`config.mk`:
```
export PLATFORM = sky130hd
export DESIGN_NAME = lis3dh_poll_ctrl_flat
export DESIGN_NICKNAME = d
export VERILOG_FILES = /design/src/rtl/lis3dh_pkg.sv /design/src/rtl/lis3dh_poll_ctrl_if.sv /design/src/rtl/spi_xfer_hs.sv /design/src/rtl/lis3dh_poll_ctrl.sv /design/src/flat_wrapper.sv
export SDC_FILE = /design/constraint.sdc
export NUM_CORES = 1
export LEC_CHECK = 0
export BUFFER_PORTS_ARGS = -buffer_cell sky130_fd_sc_hd__buf_2
export CAP_MARGIN = 20
export CORE_MARGIN = 5
export CORE_UTILIZATION = 55
export CTS_BUF_LIST = sky130_fd_sc_hd__clkbuf_8
export DETAILED_ROUTE_END_ITERATION = 8
export GPL_TIMING_DRIVEN = 0
export PLACE_DENSITY = 0.81
export SYNTH_ARGS = -nofsm -noshare
export SYNTH_HDL_FRONTEND = slang
export SYNTH_SLANG_ARGS = --single-unit
```
`constraint.sdc`:
```
create_clock -name clk_in -period 6.3 [get_ports clk_in]
set_input_delay 0.945 -clock clk_in [delete_from_list [all_inputs] [get_ports clk_in]]
set_output_delay 0.945 -clock clk_in [all_outputs]
set_load 0.01 [all_outputs]
```
`src/rtl/lis3dh_pkg.sv`:
```
// Shared constants for the LIS3DH polling sequencer: register map, command bits,
// and the sequencer state encoding.
package lis3dh_pkg;

    localparam logic [7:0]  REG_WHO_AM_I = 8'h0F;
    localparam logic [7:0]  REG_CTRL1    = 8'h20;
    localparam logic [7:0]  REG_OUT_X_L  = 8'h28;
    localparam logic [7:0]  RD_BIT       = 8'h80;
    localparam logic [7:0]  AUTOINC_BIT  = 8'h40;
    localparam logic [7:0]  WHOAMI_VAL   = 8'h33;
    localparam logic [15:0] DIVCFG_CMD   = 16'h8080;

    typedef enum logic [3:0] {
        ST_IDLE_OFF,
        ST_DIVCFG,
        ST_WHOAMI,
        ST_CHK_ID,
        ST_WR_CTRL1,
        ST_WAIT_PERIOD,
        ST_RD_X,
        ST_RD_Y,
        ST_RD_Z,
        ST_PUBLISH,
        ST_IDLE_HOLD,
        ST_ERROR
    } state_e;

    // axis 0/1/2 -> burst read of OUT_X_L/OUT_Y_L/OUT_Z_L (0xE8/0xEA/0xEC)
    function automatic logic [7:0] axis_rd_cmd(input logic [1:0] axis);
        return RD_BIT | AUTOINC_BIT | (REG_OUT_X_L + {5'd0, axis, 1'b0});
    endfunction

endpackage

```
`src/rtl/lis3dh_poll_ctrl_if.sv`:
```
// Request/ready bus between the polling sequencer (master) and spi_master (slave).
interface lis3dh_poll_ctrl_if;
    logic [4:0]  spi_nbits;
    logic [31:0] spi_mosi_data;
    logic [31:0] spi_miso_data;
    logic        spi_request;
    logic        spi_ready;
    logic        spi_master_nrst;

    modport master (
        output spi_nbits, spi_mosi_data, spi_request, spi_master_nrst,
        input  spi_miso_data, spi_ready
    );
    modport slave (
        input  spi_nbits, spi_mosi_data, spi_request, spi_master_nrst,
        output spi_miso_data, spi_ready
    );
endinterface

```
`src/rtl/spi_xfer_hs.sv`:
```
// One spi_master transfer handshake: request pulse, ready fall/rise tracking,
// timeout, and capture of the low 16 miso bits on the completing cycle.
module spi_xfer_hs #(
    parameter int TIMEOUT_CYCLES = 4096
) (
    input  logic        clk_in,
    input  logic        nrst,
    input  logic        start,
    input  logic        pulse_only,
    input  logic        ready,
    input  logic [15:0] miso,
    output logic        req,
    output logic        done,
    output logic        timeout,
    output logic [15:0] rdata
);
    localparam int CW = $clog2(TIMEOUT_CYCLES + 1);

    logic          req_q, req_d, act_q, act_d, low_q, low_d;
    logic          done_q, done_d, to_q, to_d;
    logic [CW-1:0] cnt_q, cnt_d;
    logic [15:0]   rdata_q, rdata_d;

    // cnt_q equals the cycle index relative to the request cycle; timeout_q
    // rises one cycle early so the registered err lands TIMEOUT_CYCLES after it.
    always_comb begin
        req_d   = start;
        act_d   = act_q;
        low_d   = low_q;
        cnt_d   = cnt_q;
        done_d  = 1'b0;
        to_d    = 1'b0;
        rdata_d = rdata_q;
        if (start) begin
            act_d = !pulse_only;
            low_d = 1'b0;
            cnt_d = '0;
        end else if (act_q) begin
            cnt_d = cnt_q + 1'b1;
            if (!req_q) begin
                if (low_q && ready) begin
                    act_d   = 1'b0;
                    done_d  = 1'b1;
                    rdata_d = miso;
                end else if (cnt_q == CW'(TIMEOUT_CYCLES - 2)) begin
                    act_d = 1'b0;
                    to_d  = 1'b1;
                end else if (!ready) begin
                    low_d = 1'b1;
                end
            end
        end
    end

    always_ff @(posedge clk_in) begin
        if (!nrst) begin
            req_q   <= 1'b0;
            act_q   <= 1'b0;
            low_q   <= 1'b0;
            cnt_q   <= '0;
            done_q  <= 1'b0;
            to_q    <= 1'b0;
            rdata_q <= '0;
        end else begin
            req_q   <= req_d;
            act_q   <= act_d;
            low_q   <= low_d;
            cnt_q   <= cnt_d;
            done_q  <= done_d;
            to_q    <= to_d;
            rdata_q <= rdata_d;
        end
    end

    assign req     = req_q;
    assign done    = done_q;
    assign timeout = to_q;
    assign rdata   = rdata_q;
endmodule

```
`src/rtl/lis3dh_poll_ctrl.sv`:
```
// LIS3DH bring-up (WHO_AM_I check, CTRL_REG1 write) and periodic X/Y/Z polling.
// Define SPI_DIVCFG_EN to program the spi_master divider before WHO_AM_I.
module lis3dh_poll_ctrl
    import lis3dh_pkg::*;
#(
    parameter int          PERIOD_CYCLES  = 1000,
    parameter logic [7:0]  CTRL1_VAL      = 8'h57,
    parameter logic [15:0] DIV_COEF       = 16'd0,
    parameter int          TIMEOUT_CYCLES = 4096
) (
    input  logic                clk_in,
    input  logic                nrst,
    input  logic                enable,
    lis3dh_poll_ctrl_if.master  spi,
    output logic [15:0]         acc_x,
    output logic [15:0]         acc_y,
    output logic [15:0]         acc_z,
    output logic                sample_valid,
    output logic                id_ok,
    output logic                err,
    output logic                busy
);
    localparam int            PW         = $clog2(PERIOD_CYCLES);
    localparam logic [PW-1:0] PER_LAST   = PW'(PERIOD_CYCLES - 1);
    localparam logic [31:0]   WHOAMI_CMD = {16'h0, RD_BIT | REG_WHO_AM_I, 8'h00};

    state_e        state_q, state_d;
    logic [4:0]    nbits_q, nbits_d;
    logic [31:0]   mosi_q, mosi_d;
    logic [15:0]   acc_x_q, acc_x_d, acc_y_q, acc_y_d, acc_z_q, acc_z_d;
    logic [15:0]   shx_q, shx_d, shy_q, shy_d;
    logic          valid_q, valid_d, id_ok_q, id_ok_d, err_q, err_d, busy_q, busy_d;
    logic [PW-1:0] per_q, per_d;
    logic          start, pulse_only, begin_set;
    logic          hs_done, hs_timeout;
    logic [15:0]   hs_rdata, axis_val;
`ifdef SPI_DIVCFG_EN
    logic          mnrst_q, mnrst_d;
    logic [1:0]    phase_q, phase_d;
`endif

    spi_xfer_hs #(.TIMEOUT_CYCLES(TIMEOUT_CYCLES)) u_hs (
        .clk_in     (clk_in),
        .nrst       (nrst),
        .start      (start),
        .pulse_only (pulse_only),
        .ready      (spi.spi_ready),
        .miso       (spi.spi_miso_data[15:0]),
        .req        (spi.spi_request),
        .done       (hs_done),
        .timeout    (hs_timeout),
        .rdata      (hs_rdata)
    );

    // burst read returns L then H; H lands in the last byte shifted in
    assign axis_val = {hs_rdata[7:0], hs_rdata[15:8]};

    always_comb begin
        state_d   = state_q;
        nbits_d   = nbits_q;
        mosi_d    = mosi_q;
        acc_x_d   = acc_x_q;
        acc_y_d   = acc_y_q;
        acc_z_d   = acc_z_q;
        shx_d     = shx_q;
        shy_d     = shy_q;
        id_ok_d   = id_ok_q;
        err_d     = err_q;
        per_d     = (per_q == PER_LAST) ? per_q : per_q + 1'b1;
        start     = 1'b0;
        pulse_only = 1'b0;
        begin_set = 1'b0;
`ifdef SPI_DIVCFG_EN
        mnrst_d   = mnrst_q;
        phase_d   = phase_q;
`endif
        if (hs_timeout) begin
            err_d   = 1'b1;
            state_d = ST_ERROR;
        end else begin
            case (state_q)
                ST_IDLE_OFF: if (enable) begin
`ifdef SPI_DIVCFG_EN
                    state_d    = ST_DIVCFG;
                    start      = 1'b1;
                    pulse_only = 1'b1;
                    mnrst_d    = 1'b0;
                    nbits_d    = 5'd31;
                    mosi_d     = {DIVCFG_CMD, DIV_COEF};
                    phase_d    = 2'd0;
`else
                    state_d = ST_WHOAMI;
                    start   = 1'b1;
                    nbits_d = 5'd15;
                    mosi_d  = WHOAMI_CMD;
`endif
                end
`ifdef SPI_DIVCFG_EN
                ST_DIVCFG: begin
                    phase_d = phase_q + 1'b1;
                    if (phase_q == 2'd1) begin
                        mnrst_d = 1'b1;
                        nbits_d = 5'd0;
                        mosi_d  = 32'h0;
                    end else if (phase_q == 2'd2) begin
                        state_d = ST_WHOAMI;
                        start   = 1'b1;
                        nbits_d = 5'd15;
                        mosi_d  = WHOAMI_CMD;
                    end
                end
`endif
                ST_WHOAMI: if (hs_done) state_d = ST_CHK_ID;
                ST_CHK_ID: begin
                    if (hs_rdata[7:0] === WHOAMI_VAL) begin
                        id_ok_d = 1'b1;
                        state_d = ST_WR_CTRL1;
                        start   = 1'b1;
                        nbits_d = 5'd15;
                        mosi_d  = {16'h0, REG_CTRL1, CTRL1_VAL};
                    end else begin
                        err_d   = 1'b1;
                        state_d = ST_ERROR;
                    end
                end
                // saturate the period counter so the first set starts at once
                ST_WR_CTRL1: if (hs_done) begin
                    state_d = ST_WAIT_PERIOD;
                    per_d   = PER_LAST;
                end
                ST_WAIT_PERIOD: begin
                    if (!enable)                state_d   = ST_IDLE_HOLD;
                    else if (per_q == PER_LAST) begin_set = 1'b1;
                end
                ST_RD_X: if (hs_done) begin
                    shx_d   = axis_val;
                    state_d = ST_RD_Y;
                    start   = 1'b1;
                    mosi_d  = {8'h0, axis_rd_cmd(2'd1), 16'h0};
                end
                ST_RD_Y: if (hs_done) begin
                    shy_d   = axis_val;
                    state_d = ST_RD_Z;
                    start   = 1'b1;
                    mosi_d  = {8'h0, axis_rd_cmd(2'd2), 16'h0};
                end
                ST_RD_Z: if (hs_done) begin
                    acc_x_d = shx_q;
                    acc_y_d = shy_q;
                    acc_z_d = axis_val;
                    state_d = ST_PUBLISH;
                end
                ST_PUBLISH: begin
                    if (enable && per_q == PER_LAST) begin_set = 1'b1;
                    else                             state_d   = ST_WAIT_PERIOD;
                end
                ST_IDLE_HOLD: if (enable) state_d = ST_WAIT_PERIOD;
                default: ;
            endcase
        end
        if (begin_set) begin
            state_d = ST_RD_X;
            start   = 1'b1;
            nbits_d = 5'd23;
            mosi_d  = {8'h0, axis_rd_cmd(2'd0), 16'h0};
            per_d   = '0;
        end
        valid_d = (state_d == ST_PUBLISH);
        busy_d  = (state_d != ST_IDLE_OFF) && (state_d != ST_ERROR);
    end

    always_ff @(posedge clk_in) begin
        if (!nrst) begin
            state_q <= ST_IDLE_OFF;
            nbits_q <= '0;
            mosi_q  <= '0;
            acc_x_q <= '0;
            acc_y_q <= '0;
            acc_z_q <= '0;
            shx_q   <= '0;
            shy_q   <= '0;
            valid_q <= 1'b0;
            id_ok_q <= 1'b0;
            err_q   <= 1'b0;
            busy_q  <= 1'b0;
            per_q   <= '0;
`ifdef SPI_DIVCFG_EN
            mnrst_q <= 1'b1;
            phase_q <= '0;
`endif
        end else begin
            state_q <= state_d;
            nbits_q <= nbits_d;
            mosi_q  <= mosi_d;
            acc_x_q <= acc_x_d;
            acc_y_q <= acc_y_d;
            acc_z_q <= acc_z_d;
            shx_q   <= shx_d;
            shy_q   <= shy_d;
            valid_q <= valid_d;
            id_ok_q <= id_ok_d;
            err_q   <= err_d;
            busy_q  <= busy_d;
            per_q   <= per_d;
`ifdef SPI_DIVCFG_EN
            mnrst_q <= mnrst_d;
            phase_q <= phase_d;
`endif
        end
    end

`ifdef SPI_DIVCFG_EN
    logic unused_miso_hi;
    assign unused_miso_hi      = ^spi.spi_miso_data[31:16];
    assign spi.spi_master_nrst = mnrst_q;
`else
    // the divider coefficient only matters when the config step is built in
    logic unused_miso_hi;
    assign unused_miso_hi      = ^{spi.spi_miso_data[31:16], DIV_COEF};
    assign spi.spi_master_nrst = 1'b1;
`endif

    assign spi.spi_nbits     = nbits_q;
    assign spi.spi_mosi_data = mosi_q;
    assign acc_x             = acc_x_q;
    assign acc_y             = acc_y_q;
    assign acc_z             = acc_z_q;
    assign sample_valid      = valid_q;
    assign id_ok             = id_ok_q;
    assign err               = err_q;
    assign busy              = busy_q;
endmodule
```
`src/flat_wrapper.sv`:
```
// flat-port wrapper written by rule: the top's interface ports become plain ports
module lis3dh_poll_ctrl_flat import lis3dh_pkg::*;
#(
    parameter int          PERIOD_CYCLES  = 1000,
    parameter logic [7:0]  CTRL1_VAL      = 8'h57,
    parameter logic [15:0] DIV_COEF       = 16'd0,
    parameter int          TIMEOUT_CYCLES = 4096
)
  (clk_in, nrst, enable, acc_x, acc_y, acc_z, sample_valid, id_ok, err, busy, spi_spi_nbits, spi_spi_mosi_data, spi_spi_request, spi_spi_master_nrst, spi_spi_miso_data, spi_spi_ready);
  lis3dh_poll_ctrl_if spi_i ();
  input  logic clk_in;
  input  logic nrst;
  input  logic enable;
  output logic [15:0] acc_x;
  output logic [15:0] acc_y;
  output logic [15:0] acc_z;
  output logic sample_valid;
  output logic id_ok;
  output logic err;
  output logic busy;
  output wire logic [$bits(spi_i.spi_nbits)-1:0] spi_spi_nbits;
  output wire logic [$bits(spi_i.spi_mosi_data)-1:0] spi_spi_mosi_data;
  output wire logic [$bits(spi_i.spi_request)-1:0] spi_spi_request;
  output wire logic [$bits(spi_i.spi_master_nrst)-1:0] spi_spi_master_nrst;
  input wire logic [$bits(spi_i.spi_miso_data)-1:0] spi_spi_miso_data;
  input wire logic [$bits(spi_i.spi_ready)-1:0] spi_spi_ready;
  assign spi_spi_nbits = spi_i.spi_nbits;
  assign spi_spi_mosi_data = spi_i.spi_mosi_data;
  assign spi_spi_request = spi_i.spi_request;
  assign spi_spi_master_nrst = spi_i.spi_master_nrst;
  assign spi_i.spi_miso_data = spi_spi_miso_data;
  assign spi_i.spi_ready = spi_spi_ready;
  lis3dh_poll_ctrl #(.PERIOD_CYCLES(PERIOD_CYCLES), .CTRL1_VAL(CTRL1_VAL), .DIV_COEF(DIV_COEF), .TIMEOUT_CYCLES(TIMEOUT_CYCLES)) u_core (.clk_in(clk_in), .nrst(nrst), .enable(enable), .spi(spi_i), .acc_x(acc_x), .acc_y(acc_y), .acc_z(acc_z), .sample_valid(sample_valid), .id_ok(id_ok), .err(err), .busy(busy));
endmodule
```
==> flow_summary.yaml <==
run_status:
  outcome: "finished clean"
sta:
  finalWorstSetupSlack_ns: 3.92
  period_share: 0.378
  period_minus_slack_ns: 2.38
  drv_slew: 0
  slew_headroom: 0.563
  fin_tns_setup_ns: 0
  worst_pin_slew_ns: 0.656
  rsz0062_at_grt: "no"
  setup_viol: 0
  max_freq_mhz: 420
  fin_skew_ns: 0.00652
  final_hold_viol_count: 0
route:
  wl_met3_mm: 1.05
  wl_met1_mm: 6.31
  dr.pass1.iters: 6
  wl_met2_mm: 7.01
  ant_nets: 0
  viasPerCell: 5.32
  routed_wl_mm: 14.8
  wire_per_inst_um: 15.4
  routed.top_layer: "met4"
  drc: 0
  first_iter_violations: 385
  routed-via-count: 5091
floorplanning:
  start_util: 0.567
  ios: 127
  chipWidth_um: 113
  row_count: 37
  die_h_um: 113
  design.core.area_um2: 10400
  dieArea_um2: 12900
global_routing:
  grt_first_pass_wirelength_mm: 24.4
  overflow: 0
  grt_max_degree: 17
  grt.total_usage: 0.238
  grt_pass1_vias: 5063
  antenna_found_initial: 0
yosys:
  synthArstFlopShare: 0
  synth.distinct_cells: 64
  yosysTopAreaCellShare: 0.477
  syn_inst: 682
  synthFlopType: "dfxtp_1"
  ys_seq_area_frac: 0.477
  synth_commonest_cells: "nand2_1, dfxtp_1, a21oi_1"
  yosysMostFrequentCell: "nand2_1"
  synthesis.area_um2: 5880
  synth_enable_flop_cells: 0
  synthTopCellsByArea: "dfxtp_1, nand2_1, a21oi_1"
  avgSynthCellArea_um2: 8.62
  synth_warnings: 0
  yosys_register_bits: 140
  synth_top_area_cell: "dfxtp_1"
clock_network:
  clock_latency_ns: 0.44
  cts_root_buffer: "clkbuf_8"
  tritoncts: "done"
  postCtsSetupRepairBufs: 0
  cts_resized: 0
  cts_buffers: 17
  cts_buffer_depth: 2
  clkTransAtPathRegs_ns: 0.08
  ctsHtreeMaxLevel: 4
  cts_sinks: 140
  holdBufCountCts: 0
setup_path:
  cp-start-kind: "register"
  crit_required_ns: 6.64
  slowest_stage: "or3_1"
  cp_cell_sequence: "ha_1 > nand2_1 > or3_1 > nor3_4 > nand2b_1 > buf_4 > nand2b_2 > buf_4 > nor2_1"
  cp_common_cell: "buf_4"
  worstSetupPathType: "reg2reg"
  critPathBufInv: 2
  cp.arrival_ns: 2.72
  path_max_fanout: 10
  endpoint_kind: "register"
  cp_top_family: "simple AND/OR/NAND/NOR gates"
  slowest_delay_ns: 0.44
cells_and_area:
  nets: 848
  syn_to_final_growth_pct: 19.5
  fin_cells: 957
  antenna_cells: 0
  drive_above_1_share: 0.228
power:
  fin_total_pwr_uw: 1800
  powerDensity_nw_per_um2: 256
  p_leak_uw: 0.00281
  vdd_drop_max_mv: 0.177
run:
  cap_viol_max_count: 0
placed_design:
  dpl.hpwl_mm: 10.7
  gp_congestion: 0.886
  pre_cts_slack_ns: 3.57
  portBuffers: 94
  dp_cells: 926
hold_path:
  hold_path_class: "reg2reg"
==> power by group <==
| group | total, µW | internal [µW] | switching [µW] |
|---|---|---|---|
| clock network | 820 | 471 | 349 |
| registers | 898 | 891 | 6.69 |
| logic | 82.5 | 33.8 | 48.7 |
| total | 1800 | 1400 | 404 |
==> cell families after synthesis <==
group,Yosys count,share of synthesized area
and+or+nand+nor,297,0.244
other,2,0.00128
DFF,140,0.477
AOI/OAI and AO/OA,109,0.103
adders and majority gates,3,0.00639
muxes,33,0.0562
buffers and inverters,76,0.0796
xor gates and xnor gates,22,0.0328
==> per-layer routing <==
layer  global-route usage  up-vias
li1                     -     2497
met1                0.295     2378
met2                0.396      182
met3               0.0631       34
met4               0.0905        0
met5                    0        -
==> worst reg2reg max path, cell delays in order, from the launching register on <==
cell and delay (ns):
dfxtp_1 0.36, ha_1 0.25, nand2_1 0.15, or3_1 0.44, nor3_4 0.29, nand2b_1 0.15
buf_4 0.16, nand2b_2 0.21, buf_4 0.20, nor2_1 0.06
==> through the flow <==
| step | util | hold WS (ns) | cell area, µm² |
|---|---|---|---|
| floorplan | - | 0.431 | 5930 |
| global placement | 0.634 | 0.439 | 6570 |
| detailed placement | 0.634 | 0.444 | 6570 |
| CTS | 0.677 | 0.458 | 7020 |
| global route | 0.677 | 0.478 | 7020 |
| finish | 0.677 | 0.456 | 7020 |
==> final cells by class <==
| cell class | count | area [µm²] |
|---|---|---|
| clock inverter | 14 | 218 |
| buffer | 69 | 442 |
| fill | 865 | 3350 |
| tap | 136 | 170 |
| inverter | 7 | 26.3 |
| clock buffer | 17 | 234 |
| multi-input combinational | 480 | 2660 |
| sequential | 140 | 2800 |
| timing repair buffer | 94 | 470 |
==> cell usage in the layout (no fill, tap or decap), drive strengths merged, types with 2 or more instances in the layout <==
cell,count
nand2,142
dfxtp,140
buf,140
a21oi,83
nor2,74
clkbuf,40
mux2i,33
conb,16
nand3,13
nor3,13
xor2,12
inv,11
xnor2,10
nand2b,10
o21ai,9
nand4,7
and3,6
nor2b,5
bufinv,5
nand4b,3
ha,3
or2,3
clkinv,3
and4bb,2
a32oi,2
or3,2
nor4,2
and4,2
o21a,2
a31oi,2
clkinvlp,2
or3b,2
o311ai,2
nor4b,2
nand3b,2
==> worst paths after layout <==
path	startpoint	to	slack [ns]	cells after the start
max	u_core.per_q[0]$_SDFF_PP0_	u_core.u_hs.cnt_q[12]$_SDFFE_PP0P_	3.92	9
min reg2reg	u_core.acc_y[0]$_SDFFE_PN0P_	u_core.acc_y[0]$_SDFFE_PN0P_	0.46	2
max reg2reg	u_core.per_q[0]$_SDFF_PP0_	u_core.u_hs.cnt_q[12]$_SDFFE_PP0P_	3.92	9
min	u_core.acc_y[0]$_SDFFE_PN0P_	u_core.acc_y[0]$_SDFFE_PN0P_	0.46	2
==> state kept, by name, summed over array words and instances, names as in the netlist, 5 cells and up <==
signal and cells:
u_core.acc_x 16, u_core.acc_y 16, u_core.acc_z 16, u_core.per_q 10, u_core.shx_q 16, u_core.shy_q 16
u_core.spi.spi_mosi_data 5, u_core.u_hs.cnt_q 13, u_core.u_hs.rdata 16
Power figures use the tool's default switching activity.
